<file path="src/rtl/timer_sequencer_pkg.sv">
`default_nettype none
// +----------------------------------------------------------------------+
// | timer_sequencer_pkg                                                  |
// | Shared register map, TCR/TSR bit positions, state encodings and      |
// | register-value helpers for the timer sequencer.                      |
// | Rev 1.0 - initial release                                            |
// +----------------------------------------------------------------------+
package timer_sequencer_pkg;

   // Timer register addresses
   localparam logic [7:0] ADDR_TDR = 8'h00;
   localparam logic [7:0] ADDR_TCR = 8'h01;
   localparam logic [7:0] ADDR_TSR = 8'h02;

   // TCR bit positions; cks occupies [1:0]
   localparam int TCR_LOAD_BIT = 7;
   localparam int TCR_UPDN_BIT = 5;
   localparam int TCR_EN_BIT   = 4;

   // TSR bit positions (write-1-to-clear)
   localparam int TSR_OVF_BIT = 0;
   localparam int TSR_UDF_BIT = 1;

   // Sequencer FSM states
   typedef enum logic [3:0] {
      ST_IDLE    = 4'd0,
      ST_WR_TDR  = 4'd1,
      ST_WR_LOAD = 4'd2,
      ST_WR_RUN  = 4'd3,
      ST_RD_TSR  = 4'd4,
      ST_GAP     = 4'd5,
      ST_WR_CLR  = 4'd6,
      ST_WR_STOP = 4'd7,
      ST_FINISH  = 4'd8
   } tseq_state_e;

   // Bus transfer phases
   typedef enum logic [1:0] {
      XF_IDLE   = 2'd0,
      XF_SETUP  = 2'd1,
      XF_ACCESS = 2'd2
   } xfer_phase_e;

   // Assemble a TCR value; unused bits stay zero
   function automatic logic [7:0] tcr_value(input logic load, input logic up,
                                            input logic en, input logic [1:0] cks);
      logic [7:0] v;
      v               = '0;
      v[TCR_LOAD_BIT] = load;
      v[TCR_UPDN_BIT] = up;
      v[TCR_EN_BIT]   = en;
      v[1:0]          = cks;
      return v;
   endfunction

   // TSR bit watched for the given count direction
   function automatic logic [7:0] tsr_mask(input logic up);
      logic [7:0] v;
      v = '0;
      if (up) v[TSR_OVF_BIT] = 1'b1;
      else    v[TSR_UDF_BIT] = 1'b1;
      return v;
   endfunction

endpackage
`default_nettype wire

</file>
<file path="src/rtl/timer_sequencer_apb_xfer.sv">
`default_nettype none
// +----------------------------------------------------------------------+
// | tseq_apb_xfer                                                        |
// | Runs one APB-style transfer (setup, access until ready) with an      |
// | access-phase timeout; reports ack/rdata/error as one-cycle results.  |
// | Rev 1.0 - initial release                                            |
// +----------------------------------------------------------------------+
module tseq_apb_xfer
   import timer_sequencer_pkg::*;
#(
   parameter int XFER_TIMEOUT = 16
) (
   input  logic       clk_i,
   input  logic       rst_ni,
   input  logic       req_i,
   input  logic       write_i,
   input  logic [7:0] addr_i,
   input  logic [7:0] wdata_i,
   output logic       ack_o,
   output logic [7:0] rdata_o,
   output logic       error_o,
   output logic       m_sel_o,
   output logic       m_enable_o,
   output logic       m_write_o,
   output logic [7:0] m_address_o,
   output logic [7:0] m_wdata_o,
   input  logic [7:0] m_rdata_i,
   input  logic       m_ready_i,
   input  logic       m_slverr_i
);

   localparam int TW = $clog2(XFER_TIMEOUT) + 1;

   xfer_phase_e   phase_q, phase_d;
   logic          sel_q, sel_d, en_q, en_d, wr_q, wr_d;
   logic [7:0]    addr_q, addr_d, wdata_q, wdata_d, rdata_q, rdata_d;
   logic          ack_q, ack_d, error_q, error_d;
   logic [TW-1:0] tmo_q, tmo_d;

   // Next-state logic: bus pins only change at phase boundaries, so they stay stable during access
   always_comb begin
      phase_d = phase_q;
      sel_d   = sel_q;
      en_d    = en_q;
      wr_d    = wr_q;
      addr_d  = addr_q;
      wdata_d = wdata_q;
      rdata_d = rdata_q;
      error_d = error_q;
      tmo_d   = tmo_q;
      ack_d   = 1'b0;
      case (phase_q)
         XF_IDLE: begin
            if (req_i) begin
               phase_d = XF_SETUP;
               sel_d   = 1'b1;
               en_d    = 1'b0;
               wr_d    = write_i;
               addr_d  = addr_i;
               wdata_d = wdata_i;
            end
         end
         XF_SETUP: begin
            phase_d = XF_ACCESS;
            en_d    = 1'b1;
            tmo_d   = '0;
         end
         XF_ACCESS: begin
            if (m_ready_i) begin
               phase_d = XF_IDLE;
               sel_d   = 1'b0;
               en_d    = 1'b0;
               ack_d   = 1'b1;
               rdata_d = m_rdata_i;
               error_d = m_slverr_i;
            end else if (tmo_q == TW'(XFER_TIMEOUT - 1)) begin
               // Last allowed access cycle without ready: give up with an error
               phase_d = XF_IDLE;
               sel_d   = 1'b0;
               en_d    = 1'b0;
               ack_d   = 1'b1;
               error_d = 1'b1;
            end else begin
               tmo_d = tmo_q + 1'b1;
            end
         end
         default: begin
            phase_d = XF_IDLE;
            sel_d   = 1'b0;
            en_d    = 1'b0;
         end
      endcase
   end

   // Transfer state registers; reset drops sel/enable immediately
   always_ff @(posedge clk_i or negedge rst_ni) begin
      if (!rst_ni) begin
         phase_q <= XF_IDLE;
         sel_q   <= 1'b0;
         en_q    <= 1'b0;
         wr_q    <= 1'b0;
         addr_q  <= '0;
         wdata_q <= '0;
         rdata_q <= '0;
         ack_q   <= 1'b0;
         error_q <= 1'b0;
         tmo_q   <= '0;
      end else begin
         phase_q <= phase_d;
         sel_q   <= sel_d;
         en_q    <= en_d;
         wr_q    <= wr_d;
         addr_q  <= addr_d;
         wdata_q <= wdata_d;
         rdata_q <= rdata_d;
         ack_q   <= ack_d;
         error_q <= error_d;
         tmo_q   <= tmo_d;
      end
   end

   assign ack_o       = ack_q;
   assign rdata_o     = rdata_q;
   assign error_o     = error_q;
   assign m_sel_o     = sel_q;
   assign m_enable_o  = en_q;
   assign m_write_o   = wr_q;
   assign m_address_o = addr_q;
   assign m_wdata_o   = wdata_q;

endmodule
`default_nettype wire

</file>
<file path="src/rtl/timer_sequencer.sv">
`default_nettype none
// +----------------------------------------------------------------------+
// | timer_sequencer                                                      |
// | Programs a timer over an APB-style master, polls its status flag,    |
// | clears and counts events, and stops on count, request or error.      |
// | Rev 1.0 - initial release                                            |
// +----------------------------------------------------------------------+
module timer_sequencer
   import timer_sequencer_pkg::*;
#(
   parameter int POLL_GAP     = 4,
   parameter int XFER_TIMEOUT = 16
) (
   input  logic       tseq_clk,
   input  logic       tseq_reset_n,
   input  logic       start,
   input  logic       stop,
   input  logic [7:0] cfg_tdr,
   input  logic [1:0] cfg_cks,
   input  logic       cfg_up_down,
   input  logic [7:0] cfg_periods,
   output logic       busy,
   output logic       done,
   output logic       err,
   output logic [7:0] evt_count,
   output logic       m_sel,
   output logic       m_enable,
   output logic       m_write,
   output logic [7:0] m_address,
   output logic [7:0] m_wdata,
   input  logic [7:0] m_rdata,
   input  logic       m_ready,
   input  logic       m_slverr
);

   tseq_state_e state_q;
   logic [7:0]  tdr_q, periods_q, evt_q, gap_q;
   logic [1:0]  cks_q;
   logic        up_q, stop_pend_q, busy_q, done_q, err_q, req_q;

   logic        x_write, x_ack, x_error;
   logic [7:0]  x_addr, x_wdata, x_rdata;
   logic        stop_now, flag_hit, period_hit;
   logic [7:0]  evt_inc;

   assign stop_now   = stop_pend_q | stop;
   assign flag_hit   = |(x_rdata & tsr_mask(up_q));
   assign evt_inc    = (evt_q == 8'hFF) ? evt_q : evt_q + 8'd1;
   assign period_hit = (periods_q != 8'd0) && (evt_inc == periods_q);

   // Transfer contents are a pure function of the state that requests them
   always_comb begin
      x_write = 1'b1;
      x_addr  = ADDR_TCR;
      x_wdata = '0;
      case (state_q)
         ST_WR_TDR:  begin x_addr = ADDR_TDR; x_wdata = tdr_q; end
         ST_WR_LOAD: x_wdata = tcr_value(1'b1, up_q, 1'b0, cks_q);
         ST_WR_RUN:  x_wdata = tcr_value(1'b0, up_q, 1'b1, cks_q);
         ST_RD_TSR:  begin x_write = 1'b0; x_addr = ADDR_TSR; end
         ST_WR_CLR:  begin x_addr = ADDR_TSR; x_wdata = tsr_mask(up_q); end
         ST_WR_STOP: x_wdata = tcr_value(1'b0, up_q, 1'b0, cks_q);
         default:    begin x_write = 1'b0; x_addr = '0; end
      endcase
   end

   // Sequencer FSM: issues one request per transfer state and acts on its ack
   always_ff @(posedge tseq_clk or negedge tseq_reset_n) begin
      if (!tseq_reset_n) begin
         state_q     <= ST_IDLE;
         tdr_q       <= '0;
         cks_q       <= '0;
         up_q        <= 1'b0;
         periods_q   <= '0;
         evt_q       <= '0;
         gap_q       <= '0;
         stop_pend_q <= 1'b0;
         busy_q      <= 1'b0;
         done_q      <= 1'b0;
         err_q       <= 1'b0;
         req_q       <= 1'b0;
      end else begin
         req_q  <= 1'b0;
         done_q <= 1'b0;
         if (stop && (state_q != ST_IDLE) && (state_q != ST_FINISH)) stop_pend_q <= 1'b1;
         case (state_q)
            ST_IDLE: begin
               if (start) begin
                  tdr_q       <= cfg_tdr;
                  cks_q       <= cfg_cks;
                  up_q        <= cfg_up_down;
                  periods_q   <= cfg_periods;
                  busy_q      <= 1'b1;
                  err_q       <= 1'b0;
                  evt_q       <= '0;
                  stop_pend_q <= stop;
                  state_q     <= ST_WR_TDR;
                  req_q       <= 1'b1;
               end
            end
            ST_WR_TDR, ST_WR_LOAD, ST_WR_RUN, ST_RD_TSR, ST_WR_CLR, ST_WR_STOP: begin
               if (x_ack) begin
                  if (x_error) err_q <= 1'b1;
                  if (state_q == ST_WR_CLR && !x_error) evt_q <= evt_inc;
                  if (state_q == ST_WR_STOP) begin
                     state_q <= ST_FINISH;
                     done_q  <= 1'b1;
                     busy_q  <= 1'b0;
                  end else if (x_error ||
                               (stop_now && state_q inside {ST_WR_RUN, ST_RD_TSR, ST_WR_CLR})) begin
                     // The programming burst (TDR, LOAD, RUN) always completes before a stop
                     state_q <= ST_WR_STOP;
                     req_q   <= 1'b1;
                  end else begin
                     case (state_q)
                        ST_WR_TDR:  begin state_q <= ST_WR_LOAD; req_q <= 1'b1; end
                        ST_WR_LOAD: begin state_q <= ST_WR_RUN;  req_q <= 1'b1; end
                        ST_WR_RUN:  begin state_q <= ST_RD_TSR;  req_q <= 1'b1; end
                        ST_RD_TSR: begin
                           if (flag_hit) begin
                              state_q <= ST_WR_CLR;
                              req_q   <= 1'b1;
                           end else begin
                              state_q <= ST_GAP;
                              gap_q   <= '0;
                           end
                        end
                        default: begin
                           if (period_hit) begin
                              state_q <= ST_WR_STOP;
                              req_q   <= 1'b1;
                           end else begin
                              state_q <= ST_GAP;
                              gap_q   <= '0;
                           end
                        end
                     endcase
                  end
               end
            end
            ST_GAP: begin
               if (stop_now) begin
                  state_q <= ST_WR_STOP;
                  req_q   <= 1'b1;
               end else if (gap_q == 8'(POLL_GAP - 1)) begin
                  state_q <= ST_RD_TSR;
                  req_q   <= 1'b1;
               end else begin
                  gap_q <= gap_q + 8'd1;
               end
            end
            ST_FINISH: begin
               stop_pend_q <= 1'b0;
               state_q     <= ST_IDLE;
            end
            default: state_q <= ST_IDLE;
         endcase
      end
   end

   tseq_apb_xfer #(
      .XFER_TIMEOUT (XFER_TIMEOUT)
   ) u_xfer (
      .clk_i       (tseq_clk),
      .rst_ni      (tseq_reset_n),
      .req_i       (req_q),
      .write_i     (x_write),
      .addr_i      (x_addr),
      .wdata_i     (x_wdata),
      .ack_o       (x_ack),
      .rdata_o     (x_rdata),
      .error_o     (x_error),
      .m_sel_o     (m_sel),
      .m_enable_o  (m_enable),
      .m_write_o   (m_write),
      .m_address_o (m_address),
      .m_wdata_o   (m_wdata),
      .m_rdata_i   (m_rdata),
      .m_ready_i   (m_ready),
      .m_slverr_i  (m_slverr)
   );

   assign busy      = busy_q;
   assign done      = done_q;
   assign err       = err_q;
   assign evt_count = evt_q;

endmodule
`default_nettype wire
</file>
<file path="config.mk">
export PLATFORM = sky130hd
export DESIGN_NAME = timer_sequencer
export DESIGN_NICKNAME = d
export VERILOG_FILES = /design/src/rtl/timer_sequencer_pkg.sv /design/src/rtl/timer_sequencer_apb_xfer.sv /design/src/rtl/timer_sequencer.sv
export SDC_FILE = /design/constraint.sdc
export NUM_CORES = 1
export LEC_CHECK = 0
export ABC_CLOCK_PERIOD_IN_PS = 3100
export CORE_MARGIN = 2
export CORE_UTILIZATION = 54
export CTS_BUF_LIST = sky130_fd_sc_hd__clkbuf_16
export CTS_CLUSTER_DIAMETER = 60
export CTS_CLUSTER_SIZE = 14
export DETAILED_ROUTE_END_ITERATION = 10
export PLACE_DENSITY = 0.91
export REMOVE_ABC_BUFFERS = 1
export SYNTH_ARGS = -nofsm -noshare
export SYNTH_HDL_FRONTEND = slang
export SYNTH_SLANG_ARGS = --single-unit
</file>
<file path="constraint.sdc">
create_clock -name tseq_clk -period 3.1 [get_ports tseq_clk]
set_input_delay 0.31 -clock tseq_clk [delete_from_list [all_inputs] [get_ports tseq_clk]]
set_output_delay 0.31 -clock tseq_clk [all_outputs]
set_load 0.02 [all_outputs]
</file>
==> results.toml, run 1 <==
[placement]
hpwl_um = 6450
place_area_sq_um = 4360
dp_cells = 534
globalplace.congestion = 0.947
port_buffers = 50

[synthesis]
synth_fa_ha_area_frac = 0.0131
yosysTopAreaCell = "dfrtp_1"
synth_xor_area_frac = 0.00917
yosysSeqAreaShare = 0.439
synth_edf_count = 0
synthMuxAreaShare = 0.0789
synth.distinct_cells = 67
ys_seq_elements = 67
syn_inst = 401
synthTopCellsByArea = "dfrtp_1 44%, mux2_2 7.4%, a21oi_1 3.7%"
synth-simple-area-share = 0.201
async_flop_share = 1.00
synth_top_family_by_area = "compound AO/OA/AOI/OAI gates"
synth_most_common_cell = "dfrtp_1"
synth_area_sq_um = 3820
synth_compound_area_frac = 0.203
yosys.area.top_type_share = 0.439
ys_warn_count = 0
synthTopCellsByCount = "67 x dfrtp_1, 32 x nor2_1, 30 x nand2_1"
synth.avg_cell_area_sq_um = 9.53
synth-main-ff-cell = "dfrtp_1"

[die]
fp.dieH_um = 88.1
die_x_um = 88.1
core-area_sq_um = 6830
initial_core_util = 0.559
num_rows = 30
dieArea_sq_um = 7770
io_pins = 63

[clocking]
clk_pin_slew_worst_paths_ns = 0.06
cts_root_buffer = "clkbuf_16"
numCtsBuffers = 9
clock_latency_ns = 0.34
h-tree-depth = 3
cts.sinks = 67
cts_buffer_depth = 2
tritoncts = "yes"

[route]
vias_per_cell = 6.22
routedWlPerCell_um = 17.6
drtIter0Drc = 279
vias = 3426
drtAntennaViolNets = 0
drc = 0
dr.pass1.iters = 4
wl_um = 9690

[worst_setup_path]
end_kind = "flop"
crit_arrival_ns = 3.19
cp_max_fo = 9
r2r_cells = 9
cp-start-kind = "flop"
rr_startpoint = "evt_count[1]$_DFFE_PN0P_"
path_class = "flop to flop"
regToRegEndpoint = "state_q[1]$_DFFE_PN0P_"
worstPathRequired_ns = 3.31
worstSetupStartpoint = "evt_count[1]$_DFFE_PN0P_"
r2r_slack_ns = 0.12

[hold_path]
min_path_type = "flop to flop"
worstHoldPathCells = 2
hold_start = "u_xfer.m_wdata_o[7]$_DFFE_PN0P_"
hold_end = "u_xfer.m_wdata_o[7]$_DFFE_PN0P_"

[pwr]
p_leak_nw = 1.98
p_per_area_nw_per_um2 = 960
ir_drop_mv = 0.510

[sta]
tightestPinTransition_ns = 0.742
rsz0062_at_grt = "no"
maxSlewViolCount = 0
maxSlewHeadroom = 0.505
setup_viol = 0
timing.fmax_ghz = 0.336
fin_crit_sh = 0.961
finalHoldViolCount = 0
fin_crit_ns = 2.98
tns_ns = 0
fin_skew_ns = 0.00780

[finish]
instances_no_fill = 551
drive_gt1_frac = 0.147
diodes = 0
nets = 487
fin_area_sq_um = 4710
area_delta_synth_final_pct = 23.3
num-fill-cells = 531

[grt]
grt_max_degree = 44
track_usage = 0.263
antenna_found_initial = 0
grt_pass1_wl_um = 15600
grt_pass1_vias = 3292
overflow = 0

[job]
max-cap-violations = 0

[outcome]
status = "finished, final reports clean"
==> how the worst max path moves through the flow <==
| stage | end | slack (ns) | depth (start not counted) |
|---|---|---|---|
| detailed placement | state_q[1]$_DFFE_PN0P_ | 0.19 | 9 |
| global placement | state_q[1]$_DFFE_PN0P_ | 0.23 | 9 |
| floorplan | state_q[1]$_DFFE_PN0P_ | 0.24 | 8 |
| global route | state_q[1]$_DFFE_PN0P_ | 0.04 | 9 |
| finish | state_q[1]$_DFFE_PN0P_ | 0.12 | 9 |
| CTS | state_q[1]$_DFFE_PN0P_ | 0.11 | 9 |
==> routing by layer <==
metal / wire length, um / vias to the layer above / global-route usage / part of all wire
li1: - / 1564 / - / -
met1: 3980 / 1660 / 0.334 / 0.41
met2: 4780 / 164 / 0.427 / 0.49
met3: 655 / 38 / 0.0631 / 0.068
met4: 272 / 0 / 0.120 / 0.028
met5: 0 / - / 0 / 0
==> registers in the layout (all words and copies together), names as in the netlist, 4 cells and up <==
signal and count:
u_xfer.m_wdata_o 8, evt_count 8, periods_q 8, u_xfer.tmo_q 5, state_q 4, gap_q 8
tdr_q 8
==> per-stage QoR <==
| step | setup WS [ns] | util | hold slack, ns | power, mW |
|---|---|---|---|---|
| finish | 0.121 | 0.690 | 0.482 | 4.52 |
| global route | 0.0420 | 0.690 | 0.509 | 4.78 |
| CTS | 0.113 | 0.688 | 0.484 | 4.48 |
| detailed placement | 0.192 | 0.638 | 0.347 | 3.31 |
| global placement | 0.232 | 0.638 | 0.334 | 3.23 |
| floorplan | 0.243 | - | 0.0144 | 2.65 |
==> report_power, final <==
part,total [mW],internal (mW),switching (mW)
Combinational,1.82,0.830,0.987
Sequential,1.57,1.19,0.382
Clock,1.14,0.719,0.418
Total,4.52,2.73,1.79
==> critical path: stages, from the launching register on <==
cell and delay [ns]:
dfrtp_1 0.47, ha_2 0.34, nand3_2 0.15, buf_4 0.21, o21ai_0 0.29, o221ai_1 0.18, or4_4 0.45, nor3b_4 0.26
o21ai_2 0.09, a2111oi_1 0.40
==> cells in the final DEF (no fill, tap or decap), types with 2 or more instances in the layout <==
| master | n |
|---|---|
| a21o_1 | 9 |
| a21oi_1 | 28 |
| a22o_1 | 5 |
| a22oi_1 | 4 |
| a31oi_1 | 6 |
| a32o_1 | 2 |
| and3_1 | 5 |
| and4_1 | 2 |
| buf_4 | 10 |
| bufinv_16 | 2 |
| clkbuf_16 | 9 |
| clkdlybuf4s50_1 | 49 |
| conb_1 | 6 |
| dfrtp_1 | 67 |
| ha_1 | 3 |
| inv_1 | 11 |
| inv_6 | 3 |
| mux2_2 | 25 |
| mux2i_1 | 2 |
| nand2_1 | 30 |
| nand2b_1 | 6 |
| nand3_1 | 19 |
| nand3b_1 | 3 |
| nand4_1 | 4 |
| nand4b_1 | 3 |
| nor2_1 | 32 |
| nor2b_1 | 6 |
| nor3_1 | 11 |
| nor4_1 | 5 |
| o211ai_1 | 4 |
| o21ai_0 | 25 |
| o21bai_1 | 2 |
| o22a_1 | 2 |
| o22ai_1 | 3 |
| o31ai_1 | 9 |
| or2_2 | 2 |
| or3_1 | 5 |
| xnor2_1 | 3 |
==> area by class of cell <==
cell class | instances | area [sq um] | area share
Sequential cell | 67 | 1680 | 0.356
Timing Repair Buffer | 61 | 581 | 0.123
Clock inverter | 7 | 106 | 0.0226
Inverter | 11 | 41.3 | 0.00876
Multi-Input combinational cell | 300 | 1960 | 0.416
Tap cell | 96 | 120 | 0.0255
Clock buffer | 9 | 225 | 0.0478
==> cell families (layout without fill, tap and decap cells) <==
family	Yosys count	count (layout)
muxes	27	27
and+or+nand+nor	144	144
adders and majority gates	4	4
AOI/OAI and AO/OA	115	115
buffers and inverters	39	88
other	1	6
xor gates and xnor gates	4	4
DFF	67	67
==> timing repair <==
item	in CTS	in global routing
gates resized for setup	0	2
hold endpoints to repair	24	0
hold buffers	1	0
buffers inserted	0	0
endpoints found under the setup margin	0	8
No activity file was read; power rests on OpenSTA's default activity.
==> run 2, diff against run 1 <==
--- a/config.mk
+++ b/config.mk
@@ -5,7 +5,8 @@
 export SDC_FILE = /design/constraint.sdc
 export NUM_CORES = 1
 export LEC_CHECK = 0
-export ABC_CLOCK_PERIOD_IN_PS = 3100
+export ABC_CLOCK_PERIOD_IN_PS = 3000
+export CAP_MARGIN = 20
 export CORE_MARGIN = 2
 export CORE_UTILIZATION = 54
 export CTS_BUF_LIST = sky130_fd_sc_hd__clkbuf_16
==> constraint.sdc (replaced) <==
create_clock -name tseq_clk -period 3 [get_ports tseq_clk]
set_input_delay 0.3 -clock tseq_clk [delete_from_list [all_inputs] [get_ports tseq_clk]]
set_output_delay 0.3 -clock tseq_clk [all_outputs]
set_load 0.02 [all_outputs]
==> run 2 against run 1 <==
  * Wire length decreased by 2.7%
  * Setup slack gained 0.032 ns
  * Sequential power up 4%
  * Total power increased by 0.11%
  * Critical path depth stayed put
  * Combinational power is essentially flat
  * Sequential share of layout area rose by 0.066 points
  * Fmax increased by 4.6%
  * Clock power is 5% lower
  * First-iteration DRC count shrank 18%
  * Core utilization is 0.13 points lower
  * Largest cell class unchanged
  * Largest power group unchanged
==> results.toml, run 2 (synthesized netlist as in run 1, its figures left out) <==
[outcome]
status = "finished, final reports clean"

[sta]
fin_skew_ns = 0.00799
timing.fmax_ghz = 0.351
fin_crit_sh = 0.949
finalHoldViolCount = 0
maxSlewViolCount = 0
maxSlewHeadroom = 0.440
tns_ns = 0
fin_crit_ns = 2.85
setup_viol = 0
hold_ws_ns = 0.143
tightestPinTransition_ns = 0.839
rsz0062_at_grt = "no"

[grt]
overflow = 0
grt_max_degree = 68
track_usage = 0.264
grt_pass1_wl_um = 15800
grt_pass1_vias = 3348
antenna_found_initial = 0

[die]
core-area_sq_um = 6830
initial_core_util = 0.559
die_x_um = 88.1
io_pins = 63
fp.dieH_um = 88.1
num_rows = 30
dieArea_sq_um = 7770

[finish]
area_delta_synth_final_pct = 23.1
fin_area_sq_um = 4700
drive_gt1_frac = 0.155
num-fill-cells = 524
layout_commonest_cell = "dfrtp_1"
diodes = 0
nets = 491
layout_common_cells = "67 x dfrtp_1, 49 x clkdlybuf4s50_1, 32 x nor2_1, 30 x nand2_1, 28 x a21oi_1"

[worst_setup_path]
worstPathCellList = "ha_1 > nand3_2 > buf_4 > o22ai_1 > o31ai_1 > or4_4 > nor3b_4 > o21ai_2 > a2111oi_1"
path_class = "flop to flop"
cp_max_fo = 8
cp-start-kind = "flop"
crit_slowest_cell = "or4_4"
worst-path-buf-inv = 1
crit_arrival_ns = 3.06
critical_path.top_delay_family = "simple AND/OR/NAND/NOR gates"
end_kind = "flop"
cpPeakStageDelay_ns = 0.56
worstPathRequired_ns = 3.21

[clocking]
tritoncts = "yes"
h-tree-depth = 3
cts_buffer_depth = 2
cts_root_buffer = "clkbuf_16"
cts.sinks = 67
clock_latency_ns = 0.33
cts_resized = 0
numCtsBuffers = 9
cts_hold_buf = 0
clk_pin_slew_worst_paths_ns = 0.06
cts_setup_buffers = 0

[job]
max-cap-violations = 0

[placement]
place_area_sq_um = 4400
globalplace.congestion = 0.903
port_buffers = 50
hpwl_um = 6570

[route]
wl_um = 9430
vias = 3380
drc = 0
routedWlPerCell_um = 17.0
drtIter0Drc = 228
dr.pass1.iters = 5
vias_per_cell = 6.09
drtAntennaViolNets = 0

[pwr]
ir_drop_mv = 0.539
p_per_area_nw_per_um2 = 962
p_leak_nw = 1.99

[hold_path]
min_path_type = "input port to async pin"
run 2: changes by cell type in the layout (fill, tap and decap cells not counted):
cell,change
clkinv_4,+1
o31ai_4,-1
dlygate4sd3_1,-1
inv_8,-1
buf_4,+5
ha_1,+1
o31ai_2,+1
ha_2,-1
clkinvlp_4,+1
bufinv_16,-1
run 2: stage by stage:
| stage | worst slack (ns) | util | total power [mW] | instances |
|---|---|---|---|---|
| floorplan | 0.143 | - | 2.74 | 378 |
| global placement | 0.269 | 0.644 | 3.33 | 539 |
| detailed placement | 0.231 | 0.644 | 3.42 | 539 |
| CTS | 0.190 | 0.688 | 4.52 | 555 |
| global route | 0.000999 | 0.688 | 4.82 | 555 |
| finish | 0.153 | 0.688 | 4.53 | 555 |
run 2: layer usage:
| layer | part of all wire | track usage | wire length, um | vias to the layer above |
|---|---|---|---|---|
| met5 | 0 | 0 | 0 | - |
| li1 | - | - | - | 1570 |
| met3 | 0.064 | 0.0452 | 602 | 26 |
| met1 | 0.42 | 0.349 | 3940 | 1642 |
| met4 | 0.027 | 0.110 | 253 | 0 |
| met2 | 0.49 | 0.431 | 4630 | 142 |
run 2: final cells by class:
| type | count | area [sq um] | share of cell area |
|---|---|---|---|
| tap | 96 | 120 | 0.0255 |
| inverter | 11 | 41.3 | 0.00878 |
| clock inverter | 7 | 81.3 | 0.0173 |
| sequential | 67 | 1680 | 0.356 |
| timing repair buffer | 65 | 608 | 0.129 |
| clock buffer | 9 | 225 | 0.0479 |
| multi-input combinational | 300 | 1950 | 0.415 |
run 2: path summary, 6_finish.rpt:
check	from	end	slack [ns]	depth (start not counted)
max	evt_count[1]$_DFFE_PN0P_	state_q[1]$_DFFE_PN0P_	0.15	9
min	tseq_reset_n	busy$_DFFE_PN0P_	0.14	2
max reg2reg	evt_count[1]$_DFFE_PN0P_	state_q[1]$_DFFE_PN0P_	0.15	9
min reg2reg	u_xfer.m_wdata_o[4]$_DFFE_PN0P_	u_xfer.m_wdata_o[4]$_DFFE_PN0P_	0.48	2
max in group asynchronous	tseq_reset_n	cks_q[1]$_DFFE_PN0P_	2.30	2
min in group tseq_clk	u_xfer.m_wdata_o[4]$_DFFE_PN0P_	u_xfer.m_wdata_o[4]$_DFFE_PN0P_	0.48	2
run 2: worst reg2reg max path, cell delays in order (launching register included):
cell	delay, ns
dfrtp_1	0.45
ha_1	0.25
nand3_2	0.13
buf_4	0.20
o22ai_1	0.23
o31ai_1	0.14
or4_4	0.56
nor3b_4	0.30
o21ai_2	0.10
a2111oi_1	0.38
run 2: power by group:
group | leakage, nW | internal [mW] | switching (mW)
Clock | 0.147 | 0.654 | 0.422
Sequential | 0.834 | 1.22 | 0.418
Combinational | 1.01 | 0.850 | 0.957
